`src/rtl/fp_compare_unit.sv`:
```
// ============================================================================
// Module      : fp_compare_unit
// Description : Multi-cycle IEEE-754 single-precision FLE/FLT/FEQ comparator.
// Revision    : 1.0
// ============================================================================
`default_nettype none

module fp_compare_unit (
   input  logic        clk,
   input  logic        rst_n,
   input  logic        i_start,
   input  logic [2:0]  i_funct3,
   input  logic [31:0] i_op_a,
   input  logic [31:0] i_op_b,
   output logic [31:0] o_r,
   output logic        o_nv,
   output logic        o_busy,
   output logic        o_done
);

   localparam logic [1:0] S_IDLE     = 2'd0;
   localparam logic [1:0] S_CLASSIFY = 2'd1;
   localparam logic [1:0] S_COMPARE  = 2'd2;
   localparam logic [1:0] S_DONE     = 2'd3;

   localparam logic [2:0] F_FLE = 3'b000;
   localparam logic [2:0] F_FLT = 3'b001;
   localparam logic [2:0] F_FEQ = 3'b010;

   logic [1:0]  r_state;
   logic [1:0]  w_next_state;

   logic [31:0] r_op_a;
   logic [31:0] r_op_b;
   logic [2:0]  r_funct3;
   logic        r_a_nan, r_a_snan, r_a_zero;
   logic        r_b_nan, r_b_snan, r_b_zero;
   logic        r_res;
   logic        r_nv;

   logic        w_accept;
   logic        w_any_nan;
   logic        w_any_snan;
   logic        w_both_zero;
   logic        w_eq;
   logic        w_lt;
   logic        w_res;
   logic        w_nv;

   assign w_accept = (r_state == S_IDLE) && i_start;

   // State register
   always_ff @(posedge clk or negedge rst_n) begin
      if (!rst_n) begin
         r_state <= S_IDLE;
      end else begin
         r_state <= w_next_state;
      end
   end

   // Next-state logic
   always_comb begin
      w_next_state = r_state;
      case (r_state)
         S_IDLE:     w_next_state = i_start ? S_CLASSIFY : S_IDLE;
         S_CLASSIFY: w_next_state = S_COMPARE;
         S_COMPARE:  w_next_state = S_DONE;
         S_DONE:     w_next_state = S_IDLE;
         default:    w_next_state = S_IDLE;
      endcase
   end

   // Output logic
   always_comb begin
      o_busy = 1'b0;
      o_done = 1'b0;
      case (r_state)
         S_CLASSIFY: o_busy = 1'b1;
         S_COMPARE:  o_busy = 1'b1;
         S_DONE: begin
            o_busy = 1'b1;
            o_done = 1'b1;
         end
         default: begin
            o_busy = 1'b0;
            o_done = 1'b0;
         end
      endcase
   end

   assign w_any_nan   = r_a_nan  | r_b_nan;
   assign w_any_snan  = r_a_snan | r_b_snan;
   assign w_both_zero = r_a_zero & r_b_zero;
   assign w_eq        = (r_op_a == r_op_b) | w_both_zero;

   // Sign-magnitude ordering; the two zeros are never less than each other.
   always_comb begin
      w_lt = 1'b0;
      if (!w_both_zero) begin
         if (r_op_a[31] != r_op_b[31]) begin
            w_lt = r_op_a[31];
         end else if (!r_op_a[31]) begin
            w_lt = (r_op_a[30:0] < r_op_b[30:0]);
         end else begin
            w_lt = (r_op_a[30:0] > r_op_b[30:0]);
         end
      end
   end

   always_comb begin
      w_res = 1'b0;
      w_nv  = 1'b0;
      case (r_funct3)
         F_FLE: begin
            w_res = ~w_any_nan & (w_lt | w_eq);
            w_nv  = w_any_nan;
         end
         F_FLT: begin
            w_res = ~w_any_nan & w_lt;
            w_nv  = w_any_nan;
         end
         F_FEQ: begin
            w_res = ~w_any_nan & w_eq;
            w_nv  = w_any_snan;
         end
         default: begin
            w_res = 1'b0;
            w_nv  = 1'b0;
         end
      endcase
   end

   always_ff @(posedge clk or negedge rst_n) begin
      if (!rst_n) begin
         r_op_a   <= 32'd0;
         r_op_b   <= 32'd0;
         r_funct3 <= 3'd0;
         r_a_nan  <= 1'b0;
         r_a_snan <= 1'b0;
         r_a_zero <= 1'b0;
         r_b_nan  <= 1'b0;
         r_b_snan <= 1'b0;
         r_b_zero <= 1'b0;
         r_res    <= 1'b0;
         r_nv     <= 1'b0;
      end else begin
         if (w_accept) begin
            r_op_a   <= i_op_a;
            r_op_b   <= i_op_b;
            r_funct3 <= i_funct3;
         end
         if (r_state == S_CLASSIFY) begin
            r_a_nan  <= (&r_op_a[30:23]) && (|r_op_a[22:0]);
            r_a_snan <= (&r_op_a[30:23]) && (|r_op_a[22:0]) && !r_op_a[22];
            r_a_zero <= (r_op_a[30:0] == 31'd0);
            r_b_nan  <= (&r_op_b[30:23]) && (|r_op_b[22:0]);
            r_b_snan <= (&r_op_b[30:23]) && (|r_op_b[22:0]) && !r_op_b[22];
            r_b_zero <= (r_op_b[30:0] == 31'd0);
         end
         if (r_state == S_COMPARE) begin
            r_res <= w_res;
            r_nv  <= w_nv;
         end
      end
   end

   assign o_r  = {31'd0, r_res};
   assign o_nv = r_nv;

endmodule

`default_nettype wire

```
`config.mk`:
```
export PLATFORM = sky130hd
export DESIGN_NAME = fp_compare_unit
export DESIGN_NICKNAME = d
export VERILOG_FILES = /design/src/rtl/fp_compare_unit.sv
export SDC_FILE = /design/constraint.sdc
export NUM_CORES = 1
export LEC_CHECK = 0
export BUFFER_PORTS_ARGS = -buffer_cell sky130_fd_sc_hd__buf_2
export CAP_MARGIN = 20
export CORE_MARGIN = 2
export CORE_UTILIZATION = 45
export DETAILED_ROUTE_END_ITERATION = 16
export PLACE_DENSITY = 0.72
export SLEW_MARGIN = 10
export SYNTH_ARGS = -nofsm -noshare
export SYNTH_HDL_FRONTEND = slang
export SYNTH_SLANG_ARGS = --single-unit
```
`constraint.sdc`:
```
create_clock -name clk -period 2.1 [get_ports clk]
set_clock_uncertainty 0.2 [all_clocks]
set_input_delay 0.315 -clock clk [delete_from_list [all_inputs] [get_ports clk]]
set_output_delay 0.315 -clock clk [all_outputs]
set_load 0.02 [all_outputs]
```
* Word level (Yosys, flattened, before mapping)
Index checks and enable logic that the tools add are counted.
** Storage, ports and cells
- Flip-flop bits (word level) :: 77
- Latch bits :: 0
- Bits in writable memories :: 0
- ROM bits :: 0
- Bits of input ports :: 70
- Output and inout bits :: 35
- Word-level logic and storage cells :: 56
- Memories kept :: 0
** Cells by class
- $add $sub $neg :: 0
- Multipliers :: 0
- Div/mod/pow operators :: 0
- Magnitude comparators :: 2
- Equality and inequality tests :: 7
- Shifts and indexed selects :: 0
- Mux-type cells :: 9
- Bitwise gates (word level) :: 9
- Reduce and logical (&&, ||, !) cells :: 17
** Operator list (number)
- $logic_not A31 Y1 :: 2
- $reduce_or A23 Y1 :: 2
- $eq A32 B32 Y1 :: 1
- $gt A31 B31 Y1 :: 1
- $lt A31 B31 Y1 :: 1
- $reduce_and A8 Y1 :: 2
- $pmux W2 S4 :: 1
- $mux W1 :: 6
- $logic_and A1 B1 Y1 :: 5
- $and A1 B1 Y1 :: 4
- $eq A2 B2 Y1 const B :: 2
- $or A1 B1 Y1 :: 4
- $eq A3 B1 Y1 const B :: 1
- $eq A3 B2 Y1 const B :: 1
- $logic_not A3 Y1 :: 1
- $pmux W1 S3 :: 1
- $reduce_or A3 Y1 :: 1
- $eq A2 B1 Y1 const B :: 1
- $logic_not A1 Y1 :: 2
- $logic_not A2 Y1 :: 1
- $pmux W1 S2 :: 1
- $reduce_or A2 Y1 :: 1
- $ne A1 B1 Y1 :: 1
- $not A1 Y1 :: 1

* Longest topological paths before layout
- Depth in word-level cells :: 7
- Gate-level depth with buffers :: 8
- Gate-level depth less buffers :: 8

* Worst setup path before layout
No wires, ideal clock.
- Kind :: register -> register
- Start :: register r_op_a[6]
- End :: register r_res
- Library setup time :: 125 ps
- Arrival time :: 1717 ps
- Required time :: 1775 ps
- Slack :: 58 ps
- Stages on the path, launching flop included :: 8
- Buffers on the path :: 0
- Period minus slack after synthesis :: 2042 ps
- Path through :: dfrtp_1 ha_1 a21o_1 a21o_1 a221oi_2 o221ai_1 a221oi_2 o21ai_1
** On the way
- Word-level cells in the longest chain between the ends :: 7
- Elaborated cells on any way between the ends :: 12
- Those cells by class :: 2 x order compare; 1 x eq/ne; 4 x mux; 5 x bitwise
** Ends and longest elaborated chain
- from (decl) :: RTL line 33 : logic [31:0] r_op_a;
- from (signal assigned) :: RTL line 148 : r_op_a <= i_op_a;
- $lt A31 B31 Y1 / $gt A31 B31 Y1 (equally long branches) :: RTL line 103, 105
- $mux W1 :: RTL line 102 : end else if (!r_op_a[31]) begin
- $mux W1 :: RTL line 100 : if (r_op_a[31] != r_op_b[31]) begin
- $mux W1 :: RTL line 99 : if (!w_both_zero) begin
- $or A1 B1 Y1 :: RTL line 115 : w_res = ~w_any_nan & (w_lt | w_eq);
- $and A1 B1 Y1 :: RTL line 115
- $pmux W1 S3 (*) :: RTL line 113 : case (r_funct3)
- to (signal assigned) :: RTL line 161 : r_res <= w_res;
- to (decl) :: RTL line 38 : logic r_res;
Every way passes the cells marked *; elsewhere a longest branch is shown, timed or not.
A chain may end at the register's enable or synchronous reset.

* Worst setup path after layout
- Start :: register r_op_b[6]
- End :: register r_res
** On the way
- Word-level cells in the longest chain between the ends :: 7
- Elaborated cells on any way between the ends :: 12
- Those cells by class :: 2 x order compare; 1 x eq/ne; 4 x mux; 5 x bitwise
** Ends and longest elaborated chain
- from (decl) :: RTL line 34 : logic [31:0] r_op_b;
- from (signal assigned) :: RTL line 149 : r_op_b <= i_op_b;
- $lt A31 B31 Y1 / $gt A31 B31 Y1 (equally long branches) :: RTL line 103, 105
- $mux W1 :: RTL line 102
- $mux W1 :: RTL line 100
- $mux W1 :: RTL line 99
- $or A1 B1 Y1 :: RTL line 115
- $and A1 B1 Y1 :: RTL line 115
- $pmux W1 S3 (*) :: RTL line 113
Marked as above.

==> results.yml <==
cts:
  numCtsBuffers: 9
  path_clk_slew_ns: 0.08
  cts_tree: "done"
  clk-insertion-delay-late_ns: 0.35
  ctsRootBufferMaster: "clkbuf_8"
  cts_buffer_depth: 2
  cts_sinks: 77
  h-tree-depth: 3
finish:
  syn_to_final_growth_pct: 38.6
  stdcell_area_mm2: 0.00588
  diodes: 0
  nFillCells: 738
  utilization_pct: 64.0
  fin_cells: 674
  drive_above_1_share_pct: 41.6
  nNetsFinal: 664
routing:
  vias: 3315
  wl_per_cell_um: 14.9
  dr.first_iter.drc_count: 94
  drcViolationCount: 0
  via_per_inst: 4.92
  ant_nets: 0
  drtPass1Iterations: 4
  routed_wl_mm: 10.0
critical_path:
  crit_path_end: "r_res"
  rrSetupSlack_ns: -0.06
  max_stage_delay_ns: 0.36
  critPathKind: "register to register"
  crit_buf_inv: 2
  path_cells: "inv_1 -> ha_1 -> buf_4 -> nand4_1 -> nor2_2 -> and4_2 -> a21oi_1 -> a221oi_2 -> o21ai_1"
  worst_setup_path_start_kind: "register"
  crit_slowest_cell: "dfrtp_1"
  crit_fanout: 3
  crit_required_ns: 2.13
  cp.depth: 9
  timing.rr.start: "r_op_b[6]"
  cp-end-kind: "register"
  reg2reg_to: "r_res"
  cp_top_family: "simple AND/OR/NAND/NOR gates"
  rr_worst_depth: 9
  cp-startpoint: "r_op_b[6]"
  arrival_ns: 2.18
placement:
  hpwl_mm: 7.30
  place_area_mm2: 0.00501
  dp.cells: 598
  portBuffers: 73
  gp_congestion: 0.848
synth:
  synth_top_family_by_area: "multiplexers"
  synth_edf_count: 0
  synth.distinct_cells: 39
  postSynthCellCount: 373
  synth_top_area_share_pct: 45.4
  synth_compound_gate_area_share_pct: 6.64
  synthTopCellsByCount: "dfrtp_1 (77), mux2_2 (67), inv_1 (44)"
  synthAdderAreaFrac_pct: 10.6
  syn_area_mm2: 0.00424
  syn_avg_cell_area_um2: 11.4
  ys_warn_count: 0
  async_reset_ff_share_pct: 100
  yosysTopAreaCell: "dfrtp_1"
  synthMuxAreaShare_pct: 17.8
  ys.flop_type: "dfrtp_1"
  synth_top_cells_by_area: "dfrtp_1 (45%), mux2_2 (18%), ha_1 (11%)"
  synth-simple-area-share_pct: 8.85
  synth_seq_cells: 77
  synth_xor_area_share_pct: 0.206
  yosysSeqAreaShare_pct: 45.4
  post-synth-top-count-cell: "dfrtp_1"
die:
  die-area_mm2: 0.0102
  fp.dieW_um: 101
  die_y_um: 101
  core_mm2: 0.00920
  rows: 35
  io_pins: 105
  initial_core_util_pct: 46.1
timing:
  timing_hold_violations_final: 0
  clock.fmax_mhz: 464
  period_minus_slack_ns: 2.16
  setup_violations: 1
  fin_ws_ns: -0.0555
  period_share_pct: 103
  maxSlewHeadroom_pct: 60.8
  drv_slew: 0
  worst_pin_slew_ns: 0.589
  rsz0062_at_grt: "true"
global_routing:
  grt_pass1_vias: 3563
  grt-ovfl-total: 0
  track_usage_pct: 21.1
  grt_pass1_wl_mm: 16.6
  grt_max_degree: 50
  antenna_found_initial: 0
pwr:
  p_per_area_mw_per_mm2: 1390
  leakage_nw: 2.86
  vdd_drop_max_uv: 827
outcome:
  violations: "setup timing"
  status: "finished, violations left"
flow_run:
  max_cap_viol_count: 0
worst_hold_path:
  hp-class: "primary input to register"
==> cells by family (layout without fill, tap and decap cells) <==
logic type | after synthesis | count (layout)
AOI/OAI and AO/OA | 43 | 43
other | 1 | 31
DFF | 77 | 77
and+or+nand+nor | 64 | 64
buffers and inverters | 84 | 244
adders and majority gates | 36 | 36
muxes | 67 | 67
xor gates and xnor gates | 1 | 1
==> metrics by stage <==
step	power (W)	worst slack, ns	TNS, ns	hold slack [ns]
final	0.00820	-0.0555	-0.0555	0.0145
after global routing	0.00884	-0.127	-0.127	0.000527
after CTS	0.00809	-0.0395	-0.0395	0.000391
after detailed placement	0.00665	-0.109	-0.109	0.154
after global placement	0.00644	-0.0264	-0.0264	0.155
after floorplan	0.00508	0.0579	0	-0.181
==> worst min path at each step <==
stage,to,slack [ns],startpoint,cells past startpoint
final,r_op_a[14],0.01,i_op_a[14],2
after global routing,r_op_b[28],0.0005,i_op_b[28],2
after CTS,r_op_a[8],0.0004,i_op_a[8],2
after detailed placement,r_op_b[20],0.15,rst_n,1
after global placement,r_op_b[20],0.15,rst_n,1
after floorplan,o_nv,-0.18,rst_n,0
==> placed cells by master, fill, tap and decap left out, types with 2 or more instances in the layout <==
cell and count:
dfrtp_1 77, buf_2 73, mux2_2 67, dlygate4sd3_1 56, buf_4 52, inv_1 42, ha_1 32, conb_1 31
a21oi_1 15, nand2_1 14, nor4_1 14, nand4_1 11, clkbuf_8 10, o21ai_0 6, nor2_1 5, nand3_1 4
ha_4 4, a221oi_2 3, o21a_1 3, o21ai_1 3, clkinvlp_4 3, buf_12 3, inv_2 2, nand2_2 2
nor3_1 2, or4_1 2, o22ai_1 2, a21o_1 2, o221ai_2 2, clkinv_2 2
==> final cells by class <==
| class | instances | area [µm²] | area share, % |
|---|---|---|---|
| Multi-Input combinational cell | 242 | 2070 | 35.3 |
| Sequential cell | 77 | 1930 | 32.8 |
| Timing Repair Buffer | 184 | 1380 | 23.4 |
| Inverter | 44 | 165 | 2.81 |
| Tap cell | 111 | 139 | 2.36 |
| Clock buffer | 10 | 138 | 2.34 |
| Clock inverter | 6 | 62.6 | 1.06 |
==> power breakdown <==
group | total [W] | internal, W | leakage [nW] | switching (W)
registers | 0.00272 | 0.00218 | 0.925 | 0.000542
logic | 0.00433 | 0.00236 | 1.84 | 0.00196
clock network | 0.00115 | 0.000577 | 0.0943 | 0.000568
total | 0.00820 | 0.00512 | 2.86 | 0.00307
==> state kept, by name, summed over array words and instances, names as in the netlist, 2 cells and up <==
| name | flops |
|---|---|
| r_funct3 | 3 |
| r_op_b | 32 |
| r_op_a | 32 |
| r_state | 2 |
==> metal layers <==
layer | wire length [µm] | track usage (%) | part of all wire, %
met2 | 4960 | 35.6 | 49
met3 | 369 | 4.02 | 3.7
met4 | 265 | 9.56 | 2.6
met5 | 0 | 0 | 0
met1 | 4430 | 26.2 | 44
==> what timing repair did <==
action                                  CTS  global route
hold endpoints to repair                 74             2
hold buffers                             54             2
endpoints found under the setup margin    1             1
gates resized for setup                  11             5
setup buffers                             2             2
pin swaps                                11            10
==> worst reg2reg max path: cells and delay by family, from the launching register on <==
family          cells  cell delay [ns]
fa+ha+maj           1             0.28
flops               1             0.36
compound gates      3             0.39
simple gates        3             0.63
buf+inv             2             0.15
(Power assumes the default switching activity.)
